$ cat src/rtl/pulse_stretcher.sv
// Stretches single-cycle request strobes into fixed-width high pulses separated by
// a guaranteed low gap; requests arriving mid-pulse are counted and replayed in order.
module pulse_stretcher #(
    parameter int HIGH_CYCLES = 4,
    parameter int LOW_CYCLES  = 4,
    parameter int PEND_W      = 3
) (
    input  logic              clk,
    input  logic              rst,
    input  logic              trigger,
    input  logic              clear_overflow,
    output logic              out,
    output logic              busy,
    output logic [PEND_W-1:0] pending,
    output logic              overflow
);

    localparam int MAX_CYCLES = (HIGH_CYCLES > LOW_CYCLES) ? HIGH_CYCLES : LOW_CYCLES;
    localparam int CNT_W      = (MAX_CYCLES < 2) ? 1 : $clog2(MAX_CYCLES + 1);

    localparam logic [CNT_W-1:0]  HIGH_LOAD = CNT_W'(HIGH_CYCLES - 1);
    localparam logic [CNT_W-1:0]  LOW_LOAD  = CNT_W'(LOW_CYCLES - 1);
    localparam logic [PEND_W-1:0] PEND_MAX  = {PEND_W{1'b1}};

    typedef enum logic [1:0] {
        ST_IDLE = 2'd0,
        ST_HIGH = 2'd1,
        ST_LOW  = 2'd2
    } state_e;

    state_e             state_q, state_d;
    logic [CNT_W-1:0]   cnt_q, cnt_d;
    logic [PEND_W-1:0]  pend_q, pend_d;
    logic               ovf_q, ovf_d;
    logic               out_q, out_d;
    logic               busy_q, busy_d;

    logic               phase_done;
    logic               dequeue;
    logic               direct_start;
    logic               drop;

    // NOTE: every signal written here gets a default first, so no path can infer a latch.
    always_comb begin
        state_d      = state_q;
        cnt_d        = cnt_q;
        pend_d       = pend_q;
        ovf_d        = ovf_q;
        phase_done   = (cnt_q == '0);
        dequeue      = 1'b0;
        direct_start = 1'b0;
        drop         = 1'b0;

        unique case (state_q)
            ST_IDLE: begin
                if (trigger) begin
                    state_d = ST_HIGH;
                    cnt_d   = HIGH_LOAD;
                end
            end
            ST_HIGH: begin
                if (phase_done) begin
                    state_d = ST_LOW;
                    cnt_d   = LOW_LOAD;
                end else begin
                    cnt_d = cnt_q - 1'b1;
                end
            end
            ST_LOW: begin
                if (phase_done) begin
                    if (pend_q != '0) begin
                        dequeue = 1'b1;
                        state_d = ST_HIGH;
                        cnt_d   = HIGH_LOAD;
                    end else if (trigger) begin
                        direct_start = 1'b1;
                        state_d      = ST_HIGH;
                        cnt_d        = HIGH_LOAD;
                    end else begin
                        state_d = ST_IDLE;
                        cnt_d   = '0;
                    end
                end else begin
                    cnt_d = cnt_q - 1'b1;
                end
            end
            default: begin
                state_d = ST_IDLE;
                cnt_d   = '0;
            end
        endcase

        // A trigger on the dequeue cycle replaces the request being started, so the count holds.
        if (trigger && (state_q != ST_IDLE) && !direct_start) begin
            if (!dequeue) begin
                if (pend_q == PEND_MAX) begin
                    drop = 1'b1;
                end else begin
                    pend_d = pend_q + 1'b1;
                end
            end
        end else if (dequeue) begin
            pend_d = pend_q - 1'b1;
        end

        if (drop) begin
            ovf_d = 1'b1;
        end else if (clear_overflow) begin
            ovf_d = 1'b0;
        end

        out_d  = (state_d == ST_HIGH);
        busy_d = (state_d != ST_IDLE);
    end

    // NOTE: state registers use non-blocking assignments so all flops update from pre-edge values.
    always_ff @(posedge clk or posedge rst) begin
        if (rst) begin
            state_q <= ST_IDLE;
            cnt_q   <= '0;
            pend_q  <= '0;
            ovf_q   <= 1'b0;
            out_q   <= 1'b0;
            busy_q  <= 1'b0;
        end else begin
            state_q <= state_d;
            cnt_q   <= cnt_d;
            pend_q  <= pend_d;
            ovf_q   <= ovf_d;
            out_q   <= out_d;
            busy_q  <= busy_d;
        end
    end

    assign out      = out_q;
    assign busy     = busy_q;
    assign pending  = pend_q;
    assign overflow = ovf_q;

endmodule

$ cat config.mk
export PLATFORM = sky130hd
export DESIGN_NAME = pulse_stretcher
export DESIGN_NICKNAME = d
export VERILOG_FILES = /design/src/rtl/pulse_stretcher.sv
export SDC_FILE = /design/constraint.sdc
export NUM_CORES = 1
export LEC_CHECK = 0
export BUFFER_PORTS_ARGS = -buffer_cell sky130_fd_sc_hd__buf_2
export CAP_MARGIN = 0
export CORE_AREA = 2 2 39 41
export CTS_BUF_LIST = sky130_fd_sc_hd__clkbuf_8
export DETAILED_ROUTE_END_ITERATION = 6
export DIE_AREA = 0 0 41 43
export GPL_TIMING_DRIVEN = 0
export PLACE_DENSITY_LB_ADDON = 0.12
export REMOVE_ABC_BUFFERS = 1
export SLEW_MARGIN = 25
export SYNTH_ARGS = -nofsm -noshare
export SYNTH_HDL_FRONTEND = slang
export SYNTH_SLANG_ARGS = --single-unit
$ cat constraint.sdc
create_clock -name clk -period 3.3 [get_ports clk]
set_input_delay 0.33 -clock clk [delete_from_list [all_inputs] [get_ports clk]]
set_output_delay 0.33 -clock clk [all_outputs]
set_load 0.02 [all_outputs]
==> impl_metrics.json, run 1 <==
{
  "drt_iter0_markers": 8,
  "std_cell_rows": 14,
  "ys_ff_latch": 11,
  "synth_xor_area_share_pct": 5.323,
  "synth_common_cells": "11 x dfrtp_1, 7 x inv_1, 5 x nand2_1",
  "pre_cts_ws_ns": 1.338,
  "synth_top_family_by_area": "compound AO/OA/AOI/OAI gates",
  "cts_htree_levels": 1,
  "finalSetupTns_ns": 0,
  "hold_class": "input port to asynchronous set/reset pin",
  "cts.reportedPaths.clkPinSlew_ns": 0.05,
  "diodes": 0,
  "clockBufferDepth": 2,
  "place_area_um2": 714.4,
  "synth_top_area_share_pct": 41.83,
  "vias": 522,
  "holdBufCountCts": 0,
  "clkLatencyLatePin_ns": 0.24,
  "gp_congestion": 0.7765,
  "rsz0062_at_grt": "false",
  "drive_gt1_share_pct": 23.38,
  "antenna_found_initial": 0,
  "final-setup-viol-count": 0,
  "ios": 10,
  "crit_required_ns": 3.47,
  "yosysMostFrequentCell": "dfrtp_1",
  "start_util_pct": 47.56,
  "postCtsSetupBuffers": 0,
  "area_delta_synth_final_pct": 15.40,
  "post_drt_wl_per_cell_um": 13.13,
  "drt_pass1_iterations": 4,
  "finalHoldViolCount": 0,
  "maxSlewViolCount": 0,
  "core_area_um2": 1384,
  "power_density_nw_per_um2": 1109,
  "seqCellArea_um2": 275.3,
  "dp_hpwl_um": 848.8,
  "finalPower_mw": 0.8424,
  "cp.arrival_ns": 2.12,
  "p_leak_nw": 0.3395,
  "crit_path_end_kind": "register",
  "cp_cell_sequence": "inv_1 -> ha_1 -> and2b_4 -> a31oi_4 -> xnor2_1 -> ha_1 -> nor2_1 -> mux2_1 -> nand2_1 -> xnor2_1",
  "dp_cells": 89,
  "wirelength_mm": 1.221,
  "cp_max_fo": 7,
  "crit_slowest_cell": "dfrtp_1",
  "synth-simple-area-share_pct": 18.06,
  "synth.distinct_cells": 31,
  "yosysTopAreaCell": "dfrtp_1",
  "cts_buffers": 3,
  "cpPeakStageDelay_ns": 0.36,
  "start_kind": "register",
  "synthTopCellsByArea": "dfrtp_1 42%, ha_1 5.7%, inv_1 4.0%",
  "status": "finished clean",
  "num-fill-cells": 132,
  "portBuffers": 9,
  "vias_per_cell": 5.613,
  "maxCapViolations": 0,
  "die_x_um": 41,
  "fin_crit_sh_pct": 59.24,
  "period_minus_slack_ns": 1.955,
  "worst_pin_slew_ns": 0.4363,
  "syn_area_um2": 658.1,
  "critical_path_class": "register to register",
  "clock.fmax_mhz": 511.5,
  "tritoncts": "yes",
  "root_buffer": "clkbuf_8",
  "multiInputGateArea_um2": 347.8,
  "grt_overflow": 0,
  "grt_pass1_wl_mm": 2.001,
  "grt_start_max_net_pins": 14,
  "die_h_um": 43,
  "slew-limit-headroom_pct": 70.91,
  "synth-edff-count": 0,
  "fin_area_um2": 759.5,
  "final.setup_skew_ns": 0.002538,
  "ant_nets": 0,
  "synth_compound_area_share_pct": 18.25,
  "finalWorstSetupSlack_ns": 1.345,
  "cts_resized": 0,
  "synthAdderAreaFrac_pct": 5.703,
  "ys_seq_area_share_pct": 41.83,
  "clock_sinks": 11,
  "synth_cells": 66,
  "grt_pass1_vias": 464,
  "grt_util_all_layers_pct": 17.72,
  "ir_worst_vdd_mv": 0.5319,
  "avgSynthCellArea_um2": 9.972,
  "fin_nets": 85,
  "yosys_warnings": 0,
  "die_area_um2": 1763,
  "async_reset_ff_share_pct": 100.0,
  "drc_errors": 0,
  "synthFlopType": "dfrtp_1",
  "final-instance-count-excl-fill": 93,
  "synth_mux_area_share_pct": 5.513
}
-- flip-flops by register name, indices dropped and copies added, names as in the netlist --
signal	count
state_q	2
overflow	1
pending	3
cnt_q	3
busy	1
out	1
-- report_power, final --
part	switching (mW)	leakage, nW	internal (mW)
combinational	0.220	0.183	0.195
sequential	0.0925	0.129	0.202
clock	0.0510	0.0269	0.0817
total	0.364	0.339	0.479
-- path summary, 6_finish.rpt --
check                                from          to  slack (ns)  cells after the start
setup / recovery                 cnt_q[0]  pending[2]        1.35                     10
hold / removal                        rst         out        0.08                      2
setup reg to reg                 cnt_q[0]  pending[2]        1.35                     10
hold reg to reg                  overflow    overflow        0.52                      2
max in group asynchronous             rst    cnt_q[2]        2.93                      2
min in group clk           clear_overflow    overflow        0.28                      2
-- layer usage --
layer | track usage [%] | share of wire, % | wire length [um]
met5 | 0 | 0 | 0
met4 | 14.00 | 3.8 | 46
met3 | 3.141 | 2.9 | 36
met2 | 26.25 | 49 | 594
met1 | 21.21 | 45 | 544
-- cells by family after synthesis --
group           count (synthesis)
mux                             3
simple gates                   22
buf+inv                         9
flops                          11
xor+xnor                        4
compound gates                 14
fa+ha+maj                       3
-- through the flow --
stage,hold slack [ns],util (%)
finish,0.07635,54.88
global route,0.1257,54.88
CTS,0.09080,54.88
detailed placement,0.3515,51.63
global placement,0.3455,51.63
floorplan,0.1824,-
-- critical path: cells and delay by family, from the launching register on --
| family | cells | cell delay (ns) |
|---|---|---|
| AOI/OAI and AO/OA | 1 | 0.19 |
| xor gates and xnor gates | 2 | 0.24 |
| adders and majority gates | 2 | 0.41 |
| buffers and inverters | 1 | 0.07 |
| DFF | 1 | 0.36 |
| muxes | 1 | 0.28 |
| and+or+nand+nor | 3 | 0.33 |
-- area by class of cell --
type,count,share of cell area [%]
clock buffers,3,5.437
clock inverters,1,0.4942
inverters,7,3.460
multi-input cells,46,45.80
flip-flops and latches,11,36.24
well taps,16,2.636
repair buffers,9,5.931
-- placed cells by master, fill, tap and decap left out, drive strengths merged, types with 3 or more instances in the layout --
cell    Yosys  final
clkbuf      0      3
dfrtp      11     11
ha          3      3
xnor2       3      3
o21ai       4      4
a21oi       3      3
nor3        4      4
inv         7      8
nand2       5      5
nand3       4      4
buf         2      9
(Power assumes the default switching activity.)
==> inputs of run 2 (changes only) <==
==> constraint.sdc (replaced) <==
create_clock -name clk -period 1.74 [get_ports clk]
set_input_delay 0.174 -clock clk [delete_from_list [all_inputs] [get_ports clk]]
set_output_delay 0.174 -clock clk [all_outputs]
set_load 0.02 [all_outputs]
==> impl_metrics.json, run 2 (synthesized netlist as in run 1, its figures left out) <==
{
  "status": "finished, violations left",
  "violations": "setup timing",
  "p_int_mw": 1.114,
  "wirelength_mm": 1.348,
  "fin_util_pct": 64.83,
  "ant_nets": 0,
  "vias": 576,
  "power_frac_comb_pct": 57.2,
  "drc_errors": 0,
  "diodes": 0,
  "cp_max_fo": 2,
  "power.share.clock_pct": 13.4,
  "use_met2_pct": 29.06,
  "finalWorstSetupSlack_ns": -0.1104,
  "die_area_um2": 1763,
  "cts_htree_levels": 1,
  "cp.arrival_ns": 1.98,
  "cts_buffers": 3,
  "final-setup-viol-count": 2,
  "grt_start_max_net_pins": 14,
  "maxCapViolations": 0,
  "grt_use_met1_pct": 21.62,
  "fin_nets": 96,
  "std_cell_rows": 14,
  "hold_class": "input port to register",
  "critical_path_class": "register to register",
  "crit_required_ns": 1.87,
  "finalSetupTns_ns": -0.1590,
  "portBuffers": 9,
  "p_switching_mw": 0.7896,
  "die_h_um": 43,
  "power_frac_seq_pct": 29.4,
  "grt_util_all_layers_pct": 18.76,
  "tritoncts": "yes",
  "start_util_pct": 47.56,
  "crit_path_end_kind": "register",
  "drt_iter0_markers": 7,
  "clock.fmax_mhz": 540.4,
  "worst_pin_slew_ns": 0.4234,
  "slew-limit-headroom_pct": 71.74,
  "drive_gt1_share_pct": 43.18,
  "post_drt_wl_per_cell_um": 12.96,
  "finalHoldViolCount": 0,
  "grtUsageMet3_pct": 3.141,
  "vias_per_cell": 5.538,
  "start_kind": "register",
  "fin_crit_sh_pct": 106.3,
  "clockBufferDepth": 2,
  "dp_hpwl_um": 848.8,
  "gp_congestion": 0.7765,
  "grt_pass1_vias": 511,
  "clkLatencyLatePin_ns": 0.24,
  "die_x_um": 41,
  "grt_overflow": 0,
  "ios": 10,
  "grt-busiest-layer": "met2",
  "p_leak_nw": 0.3971,
  "drt_pass1_iterations": 4,
  "maxSlewViolCount": 0,
  "antenna_found_initial": 0,
  "mostFrequentLayoutCells": "9 x dfrtp_1, 9 x buf_2, 9 x buf_4, 6 x inv_1",
  "root_buffer": "clkbuf_8",
  "cts.reportedPaths.clkPinSlew_ns": 0.05,
  "clock_sinks": 11,
  "core_area_um2": 1384,
  "area_delta_synth_final_pct": 36.31,
  "place_area_um2": 714.4,
  "fin_area_um2": 897.1,
  "final.setup_skew_ns": 0.004502,
  "power_density_nw_per_um2": 2122,
  "period_minus_slack_ns": 1.850,
  "ir_worst_vdd_mv": 1.093,
  "grt_pass1_wl_mm": 2.125,
  "p_sw_share_pct": 41.48,
  "rsz0062_at_grt": "true"
}
==> run 2: cell types whose count changed in the layout (fill, tap and decap cells not counted), moves of 2 or more <==
cell / change
inv_1: -2
dfrtp_2: +2
buf_4: +9
inv_2: +2
ha_1: -2
dfrtp_1: -2
==> run 2: worst max-delay path: stages (launching register included) <==
cell	delay [ns]
dfrtp_1	0.36
inv_2	0.06
ha_4	0.15
and2b_4	0.17
a31oi_4	0.22
xnor2_2	0.08
ha_2	0.19
buf_4	0.13
mux2_4	0.25
nand2_2	0.07
xnor2_1	0.06
==> run 2: per-layer routing <==
layer | up-vias | share of wire (%)
met5 | - | 0
met4 | 0 | 3.5
met3 | 5 | 2.7
met2 | 8 | 50
met1 | 279 | 44
li1 | 284 | -
==> run 2: metrics by stage <==
step	setup WS [ns]	cells	hold WS, ns	power, mW
after floorplan	-0.09901	64	0.02644	1.169
after global placement	-0.2040	89	0.1895	1.337
after detailed placement	-0.2221	89	0.1955	1.355
after CTS	-0.07957	99	0.1189	1.787
after global routing	-0.1772	104	0.1334	2.065
final	-0.1104	104	0.1155	1.904
==> run 2: what timing repair did <==
item,in CTS,in global routing
hold endpoints to repair,11,0
pin swaps,3,5
gates resized for setup,10,4
setup endpoints to repair,2,2
hold buffers,1,0
setup buffers,5,5
==> run 2: final timing paths <==
check                               startpoint         end  slack, ns  cells past startpoint
worst max-delay path                  cnt_q[0]  pending[2]      -0.11                     10
worst min-delay path            clear_overflow    overflow       0.12                      2
worst max register to register        cnt_q[0]  pending[2]      -0.11                     10
worst min register to register        overflow    overflow       0.52                      2
max in group asynchronous                  rst  state_q[1]       0.96                      3
min in group asynchronous                  rst         out       0.46                      3
==> run 2: power by group through the flow <==
| stage | Combinational (mW) | Clock, mW | Sequential [mW] |
|---|---|---|---|
| CTS | 0.949 | 0.258 | 0.580 |
| floorplan | 0.562 | 0 | 0.607 |
| global route | 1.21 | 0.267 | 0.583 |
| global placement | 0.780 | 0 | 0.556 |
| finish | 1.09 | 0.255 | 0.560 |
| detailed placement | 0.793 | 0 | 0.563 |
==> run 2: final cells by class <==
type / instances / area (um2)
Sequential cell: 11 / 277.8
Timing Repair Buffer: 20 / 133.9
Clock inverter: 1 / 3.754
Tap cell: 16 / 20.02
Clock buffer: 3 / 41.29
Multi-Input combinational cell: 46 / 394.1
Inverter: 7 / 26.28
Fill cell: 119 / 486.7
